==> src/rtl/video_timing_pkg.sv <==
// 720p60 raster constants, count widths and FSM state type shared by the
// timing generator and the downstream delay-compensation stage.
package video_timing_pkg;

    localparam int unsigned H_ACTIVE = 1280;
    localparam int unsigned H_FP     = 110;
    localparam int unsigned H_SYNC   = 40;
    localparam int unsigned H_BP     = 220;
    localparam int unsigned H_TOTAL  = H_ACTIVE + H_FP + H_SYNC + H_BP;

    localparam int unsigned V_ACTIVE = 720;
    localparam int unsigned V_FP     = 5;
    localparam int unsigned V_SYNC   = 5;
    localparam int unsigned V_BP     = 20;
    localparam int unsigned V_TOTAL  = V_ACTIVE + V_FP + V_SYNC + V_BP;

    localparam int unsigned H_SYNC_START = H_ACTIVE + H_FP;
    localparam int unsigned H_SYNC_END   = H_SYNC_START + H_SYNC - 1;
    localparam int unsigned V_SYNC_START = V_ACTIVE + V_FP;
    localparam int unsigned V_SYNC_END   = V_SYNC_START + V_SYNC - 1;

    localparam int unsigned H_CNT_W     = 11;
    localparam int unsigned V_CNT_W     = 10;
    localparam int unsigned FRAME_CNT_W = 6;

    typedef enum logic {
        IDLE = 1'b0,
        RUN  = 1'b1
    } fsm_state_t;

endpackage

==> src/rtl/video_sig_gen_if.sv <==
// Raster timing bundle from video_sig_gen to the video pipeline.
// frame_count_out exists only when VIDEO_SIG_GEN_FRAME_COUNT_EN is defined.
interface video_sig_gen_if;
    import video_timing_pkg::*;

    logic [H_CNT_W-1:0]     h_count_out;
    logic [V_CNT_W-1:0]     v_count_out;
    logic                   active_draw_out;
    logic                   hsync_out;
    logic                   vsync_out;
    logic                   new_line_out;
    logic                   new_frame_out;
`ifdef VIDEO_SIG_GEN_FRAME_COUNT_EN
    logic [FRAME_CNT_W-1:0] frame_count_out;
`endif

    modport master (
        output h_count_out,
        output v_count_out,
        output active_draw_out,
        output hsync_out,
        output vsync_out,
        output new_line_out,
        output new_frame_out
`ifdef VIDEO_SIG_GEN_FRAME_COUNT_EN
        , output frame_count_out
`endif
    );

    modport slave (
        input h_count_out,
        input v_count_out,
        input active_draw_out,
        input hsync_out,
        input vsync_out,
        input new_line_out,
        input new_frame_out
`ifdef VIDEO_SIG_GEN_FRAME_COUNT_EN
        , input frame_count_out
`endif
    );

endinterface

==> src/rtl/video_sig_gen_wrap_counter.sv <==
// Equality-wrap counter with enable and synchronous clear; exposes the
// value it will load next so callers can register outputs aligned with it.
module wrap_counter #(
    parameter int unsigned           WIDTH = 11,
    parameter logic [WIDTH-1:0]      MAX   = '1
) (
    input  logic             clk,
    input  logic             rst,
    input  logic             clear,
    input  logic             en,
    output logic [WIDTH-1:0] count,
    output logic [WIDTH-1:0] next,
    output logic             wrap
);

    always_comb begin
        wrap = en && !clear && (count == MAX);
        if (clear || wrap) begin
            next = '0;
        end else if (en) begin
            next = count + WIDTH'(1);
        end else begin
            next = count;
        end
    end

    always_ff @(posedge clk) begin
        if (rst) begin
            count <= '0;
        end else begin
            count <= next;
        end
    end

endmodule

==> src/rtl/video_sig_gen.sv <==
// Free-running raster timing generator (720p60 by default).
// Optional frame index output: define VIDEO_SIG_GEN_FRAME_COUNT_EN.
module video_sig_gen #(
    parameter int unsigned H_ACTIVE = video_timing_pkg::H_ACTIVE,
    parameter int unsigned H_FP     = video_timing_pkg::H_FP,
    parameter int unsigned H_SYNC   = video_timing_pkg::H_SYNC,
    parameter int unsigned H_BP     = video_timing_pkg::H_BP,
    parameter int unsigned V_ACTIVE = video_timing_pkg::V_ACTIVE,
    parameter int unsigned V_FP     = video_timing_pkg::V_FP,
    parameter int unsigned V_SYNC   = video_timing_pkg::V_SYNC,
    parameter int unsigned V_BP     = video_timing_pkg::V_BP
) (
    input  logic             clk,
    input  logic             rst,
    video_sig_gen_if.master  vid
);
    import video_timing_pkg::*;

    localparam int unsigned HW = video_timing_pkg::H_CNT_W;
    localparam int unsigned VW = video_timing_pkg::V_CNT_W;

    localparam logic [HW-1:0] H_MAX    = HW'(H_ACTIVE + H_FP + H_SYNC + H_BP - 1);
    localparam logic [VW-1:0] V_MAX    = VW'(V_ACTIVE + V_FP + V_SYNC + V_BP - 1);
    localparam logic [HW-1:0] H_ACT_LIM = HW'(H_ACTIVE);
    localparam logic [VW-1:0] V_ACT_LIM = VW'(V_ACTIVE);
    localparam logic [HW-1:0] HS_START = HW'(H_ACTIVE + H_FP);
    localparam logic [HW-1:0] HS_END   = HW'(H_ACTIVE + H_FP + H_SYNC - 1);
    localparam logic [VW-1:0] VS_START = VW'(V_ACTIVE + V_FP);
    localparam logic [VW-1:0] VS_END   = VW'(V_ACTIVE + V_FP + V_SYNC - 1);

    fsm_state_t    state;
    logic          idle;
    logic          running;
    logic [HW-1:0] h_count;
    logic [HW-1:0] h_next;
    logic          h_wrap;
    logic [VW-1:0] v_count;
    logic [VW-1:0] v_next;
    logic          v_wrap;
    logic          active_draw;
    logic          hsync;
    logic          vsync;
    logic          new_line;
    logic          new_frame;

    always_ff @(posedge clk) begin
        if (rst) begin
            state <= IDLE;
        end else begin
            state <= RUN;
        end
    end

    assign idle    = (state == IDLE);
    assign running = (state == RUN);

    wrap_counter #(
        .WIDTH (HW),
        .MAX   (H_MAX)
    ) u_h_counter (
        .clk   (clk),
        .rst   (rst),
        .clear (idle),
        .en    (running),
        .count (h_count),
        .next  (h_next),
        .wrap  (h_wrap)
    );

    wrap_counter #(
        .WIDTH (VW),
        .MAX   (V_MAX)
    ) u_v_counter (
        .clk   (clk),
        .rst   (rst),
        .clear (idle),
        .en    (h_wrap),
        .count (v_count),
        .next  (v_next),
        .wrap  (v_wrap)
    );

    // Decoded from the counters' next values so they land with the counts.
    always_ff @(posedge clk) begin
        if (rst) begin
            active_draw <= 1'b0;
            hsync       <= 1'b0;
            vsync       <= 1'b0;
            new_line    <= 1'b0;
            new_frame   <= 1'b0;
        end else begin
            active_draw <= (h_next < H_ACT_LIM) && (v_next < V_ACT_LIM);
            hsync       <= (h_next >= HS_START) && (h_next <= HS_END);
            vsync       <= (v_next >= VS_START) && (v_next <= VS_END);
            new_line    <= (h_next == '0);
            new_frame   <= (h_next == '0) && (v_next == '0);
        end
    end

    assign vid.h_count_out     = h_count;
    assign vid.v_count_out     = v_count;
    assign vid.active_draw_out = active_draw;
    assign vid.hsync_out       = hsync;
    assign vid.vsync_out       = vsync;
    assign vid.new_line_out    = new_line;
    assign vid.new_frame_out   = new_frame;

`ifdef VIDEO_SIG_GEN_FRAME_COUNT_EN
    logic [FRAME_CNT_W-1:0] frame_count;

    // v_wrap only fires on a raster wrap in RUN, so the IDLE->RUN frame stays 0.
    always_ff @(posedge clk) begin
        if (rst) begin
            frame_count <= '0;
        end else if (v_wrap) begin
            frame_count <= frame_count + FRAME_CNT_W'(1);
        end
    end

    assign vid.frame_count_out = frame_count;
`else
    logic unused_v_wrap;
    assign unused_v_wrap = v_wrap;
`endif

endmodule

==> src/flat_wrapper.sv <==
// flat-port wrapper written by rule: the top's interface ports become plain ports
module video_sig_gen_flat import video_timing_pkg::*;
#(
    parameter int unsigned H_ACTIVE = video_timing_pkg::H_ACTIVE,
    parameter int unsigned H_FP     = video_timing_pkg::H_FP,
    parameter int unsigned H_SYNC   = video_timing_pkg::H_SYNC,
    parameter int unsigned H_BP     = video_timing_pkg::H_BP,
    parameter int unsigned V_ACTIVE = video_timing_pkg::V_ACTIVE,
    parameter int unsigned V_FP     = video_timing_pkg::V_FP,
    parameter int unsigned V_SYNC   = video_timing_pkg::V_SYNC,
    parameter int unsigned V_BP     = video_timing_pkg::V_BP
)
  (clk, rst, vid_h_count_out, vid_v_count_out, vid_active_draw_out, vid_hsync_out, vid_vsync_out, vid_new_line_out, vid_new_frame_out);
  video_sig_gen_if vid_i ();
  input  logic clk;
  input  logic rst;
  output wire logic [$bits(vid_i.h_count_out)-1:0] vid_h_count_out;
  output wire logic [$bits(vid_i.v_count_out)-1:0] vid_v_count_out;
  output wire logic [$bits(vid_i.active_draw_out)-1:0] vid_active_draw_out;
  output wire logic [$bits(vid_i.hsync_out)-1:0] vid_hsync_out;
  output wire logic [$bits(vid_i.vsync_out)-1:0] vid_vsync_out;
  output wire logic [$bits(vid_i.new_line_out)-1:0] vid_new_line_out;
  output wire logic [$bits(vid_i.new_frame_out)-1:0] vid_new_frame_out;
  assign vid_h_count_out = vid_i.h_count_out;
  assign vid_v_count_out = vid_i.v_count_out;
  assign vid_active_draw_out = vid_i.active_draw_out;
  assign vid_hsync_out = vid_i.hsync_out;
  assign vid_vsync_out = vid_i.vsync_out;
  assign vid_new_line_out = vid_i.new_line_out;
  assign vid_new_frame_out = vid_i.new_frame_out;
  video_sig_gen #(.H_ACTIVE(H_ACTIVE), .H_FP(H_FP), .H_SYNC(H_SYNC), .H_BP(H_BP), .V_ACTIVE(V_ACTIVE), .V_FP(V_FP), .V_SYNC(V_SYNC), .V_BP(V_BP)) u_core (.clk(clk), .rst(rst), .vid(vid_i));
endmodule
==> config.mk <==
export PLATFORM = sky130hd
export DESIGN_NAME = video_sig_gen_flat
export DESIGN_NICKNAME = d
export VERILOG_FILES = /design/src/rtl/video_timing_pkg.sv /design/src/rtl/video_sig_gen_if.sv /design/src/rtl/video_sig_gen_wrap_counter.sv /design/src/rtl/video_sig_gen.sv /design/src/flat_wrapper.sv
export SDC_FILE = /design/constraint.sdc
export NUM_CORES = 1
export LEC_CHECK = 0
export ABC_AREA = 1
export ABC_CLOCK_PERIOD_IN_PS = 2200
export CORE_MARGIN = 10
export CORE_UTILIZATION = 53
export CTS_CLUSTER_DIAMETER = 60
export DETAILED_ROUTE_END_ITERATION = 16
export GPL_TIMING_DRIVEN = 0
export PLACE_DENSITY_LB_ADDON = 0.15
export REMOVE_ABC_BUFFERS = 1
export SLEW_MARGIN = 20
export SYNTH_ARGS = -nofsm -noshare
export SYNTH_HDL_FRONTEND = slang
export SYNTH_SLANG_ARGS = --single-unit
==> constraint.sdc <==
create_clock -name clk -period 2.2 [get_ports clk]
set_input_delay 0.44 -clock clk [delete_from_list [all_inputs] [get_ports clk]]
set_output_delay 0.44 -clock clk [all_outputs]
set_load 0.03 [all_outputs]
==> impl_metrics.ini <==
[synthesis]
synth_top_family_by_area = simple AND/OR/NAND/NOR gates
synth_xor_area_share_pct = 6.71
synth-simple-area-share_pct = 46.0
synth_area_leaders = dfxtp_1, nand2_1, nor2_1
synth_top_cell_area_share_pct = 31.9
synth_cell_type_count = 28
syn-cell-area_mm2 = 0.00170
seq_area_frac_synth_pct = 31.9
yosysTopAreaCell = dfxtp_1
syn_area_per_cell_um2 = 6.43
ys_warn_count = 0
ys_seq_elements = 27
synth_compound_area_share_pct = 2.73
yosys.area_share.adder_pct = 2.95
syn_inst = 264
synthMuxAreaShare_pct = 0

[die]
die_h_um = 76.6
initial_utilization_pct = 55.6
coreArea_mm2 = 0.00305
die_x_um = 76.6
rows = 20
die-area_mm2 = 0.00586
ios = 28

[placement]
place_congestion = 0.864
post-place-ws_ns = -0.197
dpl_cell_area_mm2 = 0.00198
portBuffers = 27
dpl.hpwl_mm = 2.98
place_inst = 328

[clock_tree]
cts.sinks = 27
cts_buffer_depth = 2
clk_latency_ns = 0.34
cts_hold_buf = 0
h-tree-depth = 1
numCtsBuffers = 3
cts.clk_slew.worst_paths_ns = 0.16
cts-root-buf = clkbuf_4
cts_tree = built

[final_layout]
nFillCells = 287
layout_commonest_cell = nand2_1
diodes = 0
nNetsFinal = 295
final_cell_mix = nand2_1, nor2_1, inv_1
postLayoutCoreUtil_pct = 66.1
final_area_mm2 = 0.00202
drive_gt1_share_pct = 8.33
layout-area-overhead-vs-synth_pct = 19.0
stdcell_count = 332

[worst_setup_path]
path_class = reg -> out
endpoint_kind = output pin
cp.depth = 1
path_cells = clkdlybuf4s50_1
regToRegSetupSlack_ns = 0.23
reg2reg_from = u_core.u_h_counter.count[0]$_SDFF_PP0_
cp_data_required_time_ns = 1.76
cp_max_fo = 9
crit_buf_inv = 1
slowest_stage = clkdlybuf4s50_1
worst-endpoint-arrival_ns = 1.65
reg2reg_depth = 14
cpPeakStageDelay_ns = 0.75
r2r-end = u_core.vid.vsync_out$_SDFF_PP0_
cp-start-kind = flop
cpLargestDelayFamily = buffers and inverters

[worst_hold_path]
min_path_cells = 1
whs_endpoint = u_core.u_h_counter.count[0]$_SDFF_PP0_
hold_path.startpoint = u_core.u_h_counter.count[0]$_SDFF_PP0_
hp-class = reg -> reg

[global_route]
globalRouteTotalUtil_pct = 13.6
grt_max_degree = 22
grt-ovfl-total = 0
grt_pass1_wl_mm = 6.93
grt_pass1_vias = 1526
antenna_found_initial = 0

[power]
p_leak_uw = 0.000895
powerDensity_mw_per_mm2 = 388
ir_worst_vdd_uv = 401

[drt]
ant_nets = 0
wl_mm = 3.97
wl_per_cell_um = 12.0
drt-pass1-iter-count = 4
vias_per_cell = 4.93
drcViolationCount = 0
num_vias = 1637
drt_iter0_markers = 149

[sta]
worst_pin_slew_ns = 0.836
finClkSkew_ns = 0.0182
fin_ws_ns = 0.113
min_period_ns = 2.09
setup_viol = 0
finalCritPeriodShare_pct = 94.9
rsz0062_at_grt = false
setup_tns_ns = 0
fmax_ghz = 0.479
drv_slew = 0
hold_violations = 0
slew-limit-headroom_pct = 44.1

[outcome]
status = complete, no violations

[job]
drv_cap = 0
==> report_power, final <==
| part | internal (uW) | switching, uW | total, uW |
|---|---|---|---|
| clock | 71.1 | 156 | 227 |
| combinational | 17.8 | 36.2 | 54.1 |
| sequential | 496 | 6.52 | 502 |
| total | 585 | 198 | 783 |
==> cells in the mapped netlist <==
master,number
nand2_1,78
nor2_1,45
inv_1,29
dfxtp_1,27
nand3_1,16
nand4_1,14
xor2_1,11
nand2_2,5
ha_1,4
inv_2,4
nor3_1,4
a21oi_1,3
buf_2,3
nor2_2,3
nor2_4,3
o21ai_1,2
xnor2_1,2
a21o_1,1
a31oi_1,1
buf_1,1
buf_4,1
buf_6,1
clkbuf_1,1
nand3_2,1
nand3_4,1
nand3b_1,1
nand4_2,1
o21bai_1,1
==> per-stage QoR <==
stage / hold slack [ns] / total power (uW)
2_1_floorplan: 0.512 / 541
3_3_place_gp: 0.534 / 566
4_1_cts: 0.565 / 785
5_1_grt: 0.597 / 820
6_report: 0.561 / 783
3_5_place_dp: 0.538 / 566
==> cells by family (layout without fill, tap and decap cells) <==
group                      after synthesis  after routing
AOI/OAI and AO/OA                        8              8
xor gates and xnor gates                13             13
adders and majority gates                4              4
buffers and inverters                   40             64
DFF                                     27             27
and+or+nand+nor                        172            172
==> area by class of cell <==
cell class                 count  area, um2  area share (%)
tap                           44       55.1            2.73
clock buffer                   4       26.3            1.30
multi-input combinational    197       1000            49.7
sequential                    27        541            26.8
inverter                      33        124            6.13
timing repair buffer          27        270            13.4
==> what timing repair did <==
item,CTS,global route
setup buffers,0,0
endpoints found under the hold margin,0,0
pin swaps,0,0
endpoints found under the setup margin,3,3
gates resized for setup,1,3
==> worst max-delay path by stage <==
stage | end | start | slack [ns]
finish | vid_v_count_out[4] | u_core.u_v_counter.count[4]$_SDFF_PP0_ | 0.11
global route | u_core.vid.vsync_out$_SDFF_PP0_ | u_core.u_h_counter.count[1]$_SDFF_PP0_ | 0.01
CTS | u_core.vid.vsync_out$_SDFF_PP0_ | u_core.u_h_counter.count[1]$_SDFF_PP0_ | 0.05
detailed placement | u_core.vid.vsync_out$_SDFF_PP0_ | u_core.u_h_counter.count[1]$_SDFF_PP0_ | -0.20
global placement | u_core.vid.vsync_out$_SDFF_PP0_ | u_core.u_h_counter.count[1]$_SDFF_PP0_ | -0.15
floorplan | u_core.vid.vsync_out$_SDFF_PP0_ | u_core.u_h_counter.count[1]$_SDFF_PP0_ | -0.02
==> sequential cells by signal, summed over array words and instances, names as in the netlist <==
signal	count
u_core.u_h_counter.count	11
u_core.u_v_counter.count	10
u_core.running	1
u_core.vid.active_draw_out	1
u_core.vid.hsync_out	1
u_core.vid.new_frame_out	1
u_core.vid.new_line_out	1
u_core.vid.vsync_out	1
==> layer usage <==
| metal | GRT usage (%) | part of all wire, % |
|---|---|---|
| met5 | 0 | 0 |
| met4 | 3.53 | 0.53 |
| met3 | 3.42 | 6.2 |
| met2 | 19.8 | 41 |
| met1 | 19.2 | 52 |
(Power assumes the default switching activity.)
